===== src/rtl/nibble_link_pkg.sv =====
// rtl/nibble_link_pkg.sv - shared types and helpers for the serial nibble link
package nibble_link_pkg;

    localparam int DATA_W_C      = 4;
    localparam int SYNC_STAGES_C = 2;

    typedef enum logic [1:0] {
        IDLE     = 2'd0,
        SHIFT    = 2'd1,
        PARITY   = 2'd2,
        WAIT_END = 2'd3
    } rx_state_e;

    // Even-parity bit for a data nibble; the transmitter appends exactly this value.
    function automatic logic even_parity(input logic [DATA_W_C-1:0] data);
        return ^data;
    endfunction

endpackage


===== src/rtl/link_sync.sv =====
// rtl/link_sync.sv - multi-flop synchroniser with rising-edge detect on the strobe line
module link_sync #(
    parameter int STAGES = 2,
    parameter int WIDTH  = 1
) (
    input  logic             clk,
    input  logic             rst,
    input  logic             strobe_in,
    input  logic [WIDTH-1:0] d,
    output logic [WIDTH-1:0] q,
    output logic             rise
);

    // Strobe and companion lines share one chain so they emerge on the same cycle.
    logic [STAGES-1:0][WIDTH:0] sync_q;
    logic [STAGES-1:0][WIDTH:0] sync_d;
    logic                       prev_q;
    logic                       prev_d;
    logic                       strobe_s;

    always_comb begin
        sync_d   = {sync_q[STAGES-2:0], {d, strobe_in}};
        strobe_s = sync_q[STAGES-1][0];
        prev_d   = strobe_s;
    end

    always_ff @(posedge clk) begin
        if (rst) begin
            sync_q <= '0;
            prev_q <= 1'b0;
        end else begin
            sync_q <= sync_d;
            prev_q <= prev_d;
        end
    end

    assign q    = sync_q[STAGES-1][WIDTH:1];
    assign rise = strobe_s & ~prev_q;

endmodule


===== src/rtl/user_module_nibble_rx.sv =====
// rtl/user_module_nibble_rx.sv - framed serial nibble receiver; RX_PARITY_EN adds an even-parity bit
module user_module_nibble_rx
    import nibble_link_pkg::*;
#(
    parameter int DATA_W      = DATA_W_C,
    parameter int SYNC_STAGES = SYNC_STAGES_C
) (
    input  logic [7:0] io_in,
    output logic [7:0] io_out
);

    localparam int CNT_W = $clog2(DATA_W + 1);

    logic clk;
    logic rst;
    logic err_clr;
    logic unused_pins;

    assign clk         = io_in[0];
    assign rst         = io_in[1];
    assign err_clr     = io_in[5];
    assign unused_pins = ^io_in[7:6];

    logic [1:0] sync_bus;
    logic       frame_s;
    logic       sdata_s;
    logic       bit_ev;

    link_sync #(
        .STAGES (SYNC_STAGES),
        .WIDTH  (2)
    ) u_sync (
        .clk       (clk),
        .rst       (rst),
        .strobe_in (io_in[3]),
        .d         ({io_in[2], io_in[4]}),
        .q         (sync_bus),
        .rise      (bit_ev)
    );

    assign frame_s = sync_bus[0];
    assign sdata_s = sync_bus[1];

    rx_state_e          state_q, state_d;
    logic [CNT_W-1:0]   cnt_q, cnt_d;
    logic [DATA_W-1:0]  sh_q, sh_d;
    logic [DATA_W-1:0]  rx_data_q, rx_data_d;
    logic               rx_valid_q, rx_valid_d;
    logic               frame_err_q, frame_err_d;
    logic               par_err_q;
`ifdef RX_PARITY_EN
    logic               par_err_d;
`endif

    logic [DATA_W-1:0]  sh_next;
    logic               last_bit;

    assign sh_next  = {sh_q[DATA_W-2:0], sdata_s};
    assign last_bit = (cnt_q == CNT_W'(DATA_W - 1));

    always_comb begin
        state_d     = state_q;
        cnt_d       = cnt_q;
        sh_d        = sh_q;
        rx_data_d   = rx_data_q;
        rx_valid_d  = 1'b0;
        frame_err_d = frame_err_q;
`ifdef RX_PARITY_EN
        par_err_d   = par_err_q;
`endif

        // Clear first so that a same-cycle error set below takes precedence.
        if (err_clr) begin
            frame_err_d = 1'b0;
`ifdef RX_PARITY_EN
            par_err_d   = 1'b0;
`endif
        end

        case (state_q)
            IDLE: begin
                if (frame_s) begin
                    cnt_d   = '0;
                    sh_d    = '0;
                    state_d = SHIFT;
                end
            end
            SHIFT: begin
                if (bit_ev) begin
                    sh_d  = sh_next;
                    cnt_d = cnt_q + CNT_W'(1);
                    if (last_bit) begin
`ifdef RX_PARITY_EN
                        state_d    = PARITY;
`else
                        rx_data_d  = sh_next;
                        rx_valid_d = 1'b1;
                        state_d    = WAIT_END;
`endif
                    end
                end else if (!frame_s) begin
                    frame_err_d = 1'b1;
                    sh_d        = '0;
                    state_d     = IDLE;
                end
            end
`ifdef RX_PARITY_EN
            PARITY: begin
                if (bit_ev) begin
                    if (sdata_s == even_parity(sh_q)) begin
                        rx_data_d  = sh_q;
                        rx_valid_d = 1'b1;
                    end else begin
                        par_err_d  = 1'b1;
                    end
                    state_d = WAIT_END;
                end else if (!frame_s) begin
                    frame_err_d = 1'b1;
                    sh_d        = '0;
                    state_d     = IDLE;
                end
            end
`endif
            WAIT_END: begin
                if (bit_ev) begin
                    frame_err_d = 1'b1;
                end
                if (!frame_s) begin
                    state_d = IDLE;
                end
            end
            default: begin
                state_d = IDLE;
            end
        endcase
    end

    always_ff @(posedge clk) begin
        if (rst) begin
            state_q     <= IDLE;
            cnt_q       <= '0;
            sh_q        <= '0;
            rx_data_q   <= '0;
            rx_valid_q  <= 1'b0;
            frame_err_q <= 1'b0;
        end else begin
            state_q     <= state_d;
            cnt_q       <= cnt_d;
            sh_q        <= sh_d;
            rx_data_q   <= rx_data_d;
            rx_valid_q  <= rx_valid_d;
            frame_err_q <= frame_err_d;
        end
    end

`ifdef RX_PARITY_EN
    always_ff @(posedge clk) begin
        if (rst) begin
            par_err_q <= 1'b0;
        end else begin
            par_err_q <= par_err_d;
        end
    end
`else
    assign par_err_q = 1'b0;
`endif

    logic busy;
    assign busy = (state_q != IDLE);

    assign io_out = {busy, par_err_q, frame_err_q, rx_valid_q, rx_data_q[3:0]};

endmodule


===== config.mk =====
export PLATFORM = sky130hd
export DESIGN_NAME = user_module_nibble_rx
export DESIGN_NICKNAME = d
export VERILOG_FILES = /design/src/rtl/nibble_link_pkg.sv /design/src/rtl/link_sync.sv /design/src/rtl/user_module_nibble_rx.sv
export SDC_FILE = /design/constraint.sdc
export NUM_CORES = 1
export LEC_CHECK = 0
export CORE_ASPECT_RATIO = 1.25
export CORE_MARGIN = 8
export CORE_UTILIZATION = 44
export DETAILED_ROUTE_END_ITERATION = 7
export MAX_ROUTING_LAYER = met4
export PLACE_DENSITY = 0.76
export REMOVE_ABC_BUFFERS = 1
export SYNTH_ARGS = -nofsm -noshare
export SYNTH_HDL_FRONTEND = slang
export SYNTH_HIERARCHICAL = 1
export SYNTH_SLANG_ARGS = --single-unit

===== constraint.sdc =====
create_clock -name io_in -period 1.5 [get_ports io_in]
set_input_delay 0.3 -clock io_in [delete_from_list [all_inputs] [get_ports io_in]]
set_output_delay 0.3 -clock io_in [all_outputs]
set_load 0.02 [all_outputs]

# ---- Word-level counts from Yosys, hierarchy flattened
# Cells that the tools add are included.
dict set report totals {
  inputBits 8
  wordCells 47
  ff_bits 21
  out_inout_bits 8
}
dict set report classes {
  reduce_logical 8
  add_sub_neg 1
  mux 18
  bitwise 4
  n_eq_ne 7
}
# op n
set op_table {}
lappend op_table {{two-way mux 3 bit} 5}
lappend op_table {{case mux 3 bit (2 select lines)} 2}
lappend op_table {{AND reduction 3 bit} 3}
lappend op_table {{two-way mux 2 bit} 4}
lappend op_table {{!= test 3 bit (second input constant)} 2}
lappend op_table {{case mux 2 bit (3 select lines)} 1}
lappend op_table {{two-way mux 1 bit} 5}
lappend op_table {{nonzero test 2 bit} 2}
lappend op_table {{adder 3 x 1 -> 3 bit (second input constant)} 1}
lappend op_table {{equality test 3 x 2 -> 1 bit (second input constant)} 1}
lappend op_table {{NOT 1 bit} 3}
lappend op_table {{OR reduction 3 bit} 1}
lappend op_table {{equality test 2 x 1 -> 1 bit (second input constant)} 1}
lappend op_table {{equality test 2 bit (second input constant)} 1}
lappend op_table {{logical NOT 2 bit} 1}
lappend op_table {{!= test 2 x 1 -> 1 bit (second input constant)} 1}
lappend op_table {{!= test 2 bit (second input constant)} 1}
lappend op_table {{case mux 1 bit (2 select lines)} 1}
lappend op_table {{AND reduction 2 bit} 1}
lappend op_table {{bitwise AND 1 bit} 1}

# ---- Longest topological paths before layout
dict set report depth {
  ltp_word 4
  ltp_mapped 5
  depth_no_buf 5
}

# ---- Modules after synthesis
# Netlist, hierarchy kept.
# module n_inst cells_per_inst seq_area_each_um2 area_each_um2
set modules_own_cells {}
lappend modules_own_cells {user_module_nibble_rx 1 66 280.3 634.4}
lappend modules_own_cells {link_sync 1 15 140.1 190.2}

# ---- Least setup slack after synthesis
# OpenSTA, ideal clock, no wires.
dict set report synth_path {
  kind {reg-to-reg}
  from {register cnt_q[0]}
  to {register cnt_q[2]}
  synth_period_minus_slack_ns 1.419
  setup_time_ns 0.071
  arrival_time_ns 1.348
  stages_incl_launch_ff 5
  slack_ns 0.081
  cell_sequence {dfxtp_1 ha_1 ha_1 or4b_1 a21oi_1}
}
dict set report synth_via {
  elab_chain_cells 3
}
# element line_no
set synth_rtl {}
lappend synth_rtl {{from (decl)} user_module_nibble_rx.sv:45} ;# logic [CNT_W-1:0] cnt_q, cnt_d;
lappend synth_rtl {{from (signal assigned)} user_module_nibble_rx.sv:148} ;# cnt_q <= cnt_d;
lappend synth_rtl {{adder 3 x 1 -> 3 bit} user_module_nibble_rx.sv:91} ;# cnt_d = cnt_q + CNT_W'(1);
lappend synth_rtl {{two-way mux 3 bit} user_module_nibble_rx.sv:89} ;# if (bit_ev) begin
lappend synth_rtl {{case mux 3 bit (2 select lines)} user_module_nibble_rx.sv:80} ;# case (state_q)
# No other way between the ends. The select of a mux whose other input is x is not followed.
# A chain may end at the register's enable or synchronous reset.

# ---- Final worst setup path
# Ends and elaborated chain as after synthesis.

==> summary.md <==
The area taken by multi-input logic gates is 375 um2, and the final net count is 110. The cell count after synthesis came out at 81. Iteration-0 DRC count of the detailed router: 50. In this run the register-to-register setup slack is 0.02 ns. The die covers 3520 um2. The flow ran to the end, but the final reports show violations. Worst hold margin: -0.207 ns. Entering global routing, the biggest net connects 16 pins. The share of cells above drive strength 1 was 28.2%. After clock tree synthesis, the clock-pin slew on the worst setup and hold paths is 0.11 ns.

The worst-case setup margin in the final layout is 0.0150 ns. The number of buffers added on ports was 7; the areal power density over the cells was 1940 nW/um2. For the finished layout, the period the worst path requires is 1.48 ns.

TritonCTS built the clock tree. The average instance in the mapped netlist occupies 10.2 um2. The total buffers and inverters traversed by the critical path is 0. Ranked by total cell area, the synthesized netlist is headed by dfxtp_1, nor2b_1, mux2i_1. Critical path's top delay family: simple AND/OR/NAND/NOR gates.

The hold violation count in the final report is 9, and the worst-case clock skew is 0.00310 ns. For the filler cell count, the log shows 143. In the layout the commonest cells are dfxtp_1, clkbuf_4, nor2b_1.

The first global-routing pass estimated 3.09 mm of wire. The number of antenna diodes in the final layout is 0. The standard cell with the maximum stage delay on the critical path is or4b_1. The maximum frequency from static timing analysis is 673 MHz, and the number of placement rows is 17. The total power of the final layout was 2.08 mW; the maximum net fanout on the critical path was 3. Leaving out fill and tap cells, the most frequent cell in the layout is dfxtp_1. Across the VDD grid, the largest voltage drop is 1.34 mV. Number of antenna violations at the first check in global routing: 0. Prior to clock tree synthesis, the placed netlist has a worst setup slack of 0.0500 ns.

The max-capacitance violation count was 0; the number of hold-repair buffers added at the cts stage was 0. Kind of end point of the critical path: a register. Later-pin clock latency in the skew report: 0.31 ns. The synthesized netlist contains 25 unique library cells. The area share of the largest cell type after synthesis works out to 51.0%.

The tools report the weighted congestion reported at the end of routability-driven placement as 0.741. The path type of the worst min-delay path was clk -> reg. The detailed router placed 695 vias in this run. Sequential cells were found to cover 51.0% of the synthesized design area. Type of the worst setup path: reg -> reg. From bottom edge to top edge, the die measures 64.4 um. The delay of the slowest cell on the worst path came out at 0.51 ns.

STA classifies the critical path startpoint as a register. Global routing consumed, on the met3 layer, 14.6% of the routing resources. The run gives 0 as the number of pins exceeding their max-slew limit in the final report.

The largest area contributor in the synthesized netlist is dfxtp_1. Summing all flip-flop and latch instances after layout gives 422 um2. For this configuration, the core starts out at a cell density of 46.7%. Global routing used 8.17% of the available met1 tracks.

Setup violations remaining at the end of the flow were counted as 0. The tools report the number of iterations in the first detailed-routing pass as 4. For the count of synthesis-stage warnings from yosys, the log shows 6. In this run the most used layer during global routing was met4. The final critical-path share of the clock period works out to 99.0%. The final layout contains routed wiring with a total length of 2.05 mm. The fraction of met2 tracks used by global routing was 15.6%; the number of nets with antenna violations after routing was 0.

STA puts the critical path data required time at 1.75 ns. The die is 54.7 um wide. For this run the aggregate overflow at the end of global routing stands at 0.

The mapped netlist covers 825 um2. From synthesis to final layout, the design area changed by 30.0%. 16 I/O pins were placed. The logs give 1770 um2 for the placeable core area and 1.74 ns for the data arrival at the endpoint of the critical path.

The remaining design rule violation count was 0; the per-cell routed wire length was 16.8 um. The number of global-route vias before repair is 917, and the vias per cell is 5.70. Global routing consumed, over all layers together, 14.5% of the routing resources.

By instance count, the cell type seen most on the critical path is ha_1. The final reports fail on negative hold slack. For this design the static power due to leakage is 0.456 nW. In this run, synthesis produced a sequential element count of 21. Setup repair after global routing could not meet its margin everywhere. Traced cell by cell, the critical path runs through ha_1, ha_1, or4b_1, a21oi_2.
## cell type report
class | count | share of cell area, %
Timing Repair Buffer | 11 | 8.52
Clock buffer | 16 | 10.5
Multi-Input combinational cell | 50 | 35.0
Tap cell | 19 | 2.22
Inverter | 2 | 0.700
Clock inverter | 3 | 3.73
Sequential cell | 21 | 39.3
## metal layers
metal	part of all wire (%)	wire [um]	vias to the layer above
met2	53	1080	41
met1	33	672	322
met5	0	0	-
met3	9.9	202	16
met4	4.3	89	0
li1	-	-	316
## cells in the mapped netlist
| cell | n |
|---|---|
| nand2b_1 | 1 |
| nor2_1 | 5 |
| a22o_1 | 3 |
| or4b_1 | 2 |
| or2_2 | 1 |
| nand4b_1 | 2 |
| ha_1 | 2 |
| a21oi_1 | 7 |
| o32ai_1 | 1 |
| buf_4 | 4 |
| o21ai_0 | 4 |
| clkbuf_1 | 2 |
| mux2i_1 | 4 |
| nor2b_1 | 9 |
| nor3_1 | 1 |
| o21ba_2 | 1 |
| inv_1 | 2 |
| nor4bb_1 | 1 |
| conb_1 | 1 |
| dfxtp_1 | 21 |
| mux2i_2 | 1 |
| nand2_1 | 1 |
| buf_2 | 2 |
| or2b_1 | 1 |
| nand3b_1 | 2 |
## where the power goes
group | total [mW] | internal [mW] | leakage [nW] | switching [mW]
logic | 0.00225 | 0 | 0.133 | 0.00225
clock network | 1.45 | 0.773 | 0.142 | 0.680
registers | 0.623 | 0.623 | 0.181 | 0
total | 2.08 | 1.40 | 0.456 | 0.682
## per-stage QoR
stage	setup TNS, ns	instances	cell area [um2]	util [%]
3_5_place_dp	0	102	893	50.6
5_1_grt	-0.0544	122	1070	60.7
3_3_place_gp	0	102	893	50.6
6_report	0	122	1070	60.7
2_1_floorplan	0	73	777	-
4_1_cts	0	121	1060	60.1
## final timing paths
check | depth (start not counted) | end | from
worst max register to register | 4 | cnt_q[2]$_SDFFE_PP0P_ | cnt_q[0]$_SDFFE_PP0P_
worst min-delay path | 1 | frame_err_q$_SDFF_PP0_ | io_in[5]
worst min register to register | 1 | u_sync/prev_d$_SDFF_PP0_ | u_sync/sync_d[3]$_SDFF_PP0_
worst max-delay path | 4 | cnt_q[2]$_SDFFE_PP0P_ | cnt_q[0]$_SDFFE_PP0P_
## logic make-up (layout without fill, tap and decap cells)
logic type | Yosys count | count (layout) | synth area share, %
AOI/OAI and AO/OA | 16 | 16 | 12.1
adders and majority gates | 2 | 2 | 3.03
other | 1 | 1 | 0.455
and+or+nand+nor | 26 | 26 | 20.2
muxes | 5 | 5 | 6.52
DFF | 21 | 21 | 51.0
buffers and inverters | 10 | 32 | 6.68
## worst reg2reg max path, delay by kind of cell, from the launching register on
kind                       cells  cell delay (ns)
and+or+nand+nor                1             0.51
adders and majority gates      2             0.45
AOI/OAI and AO/OA              1             0.13
DFF                            1             0.34
## what timing repair did
item	in CTS	in global routing
endpoints found under the hold margin	0	0
gates resized for setup	13	4
pin swaps	2	0
setup endpoints to repair	14	14
buffers inserted	0	1
## state kept, by name, summed over array words and instances, names as in the netlist, 2 cells and up
name           flops
sh_q               3
state_q            2
rx_data_q          4
cnt_q              3
u_sync/q           2
u_sync/sync_d      3
Note: power is estimated with default switching activity, not from simulation.
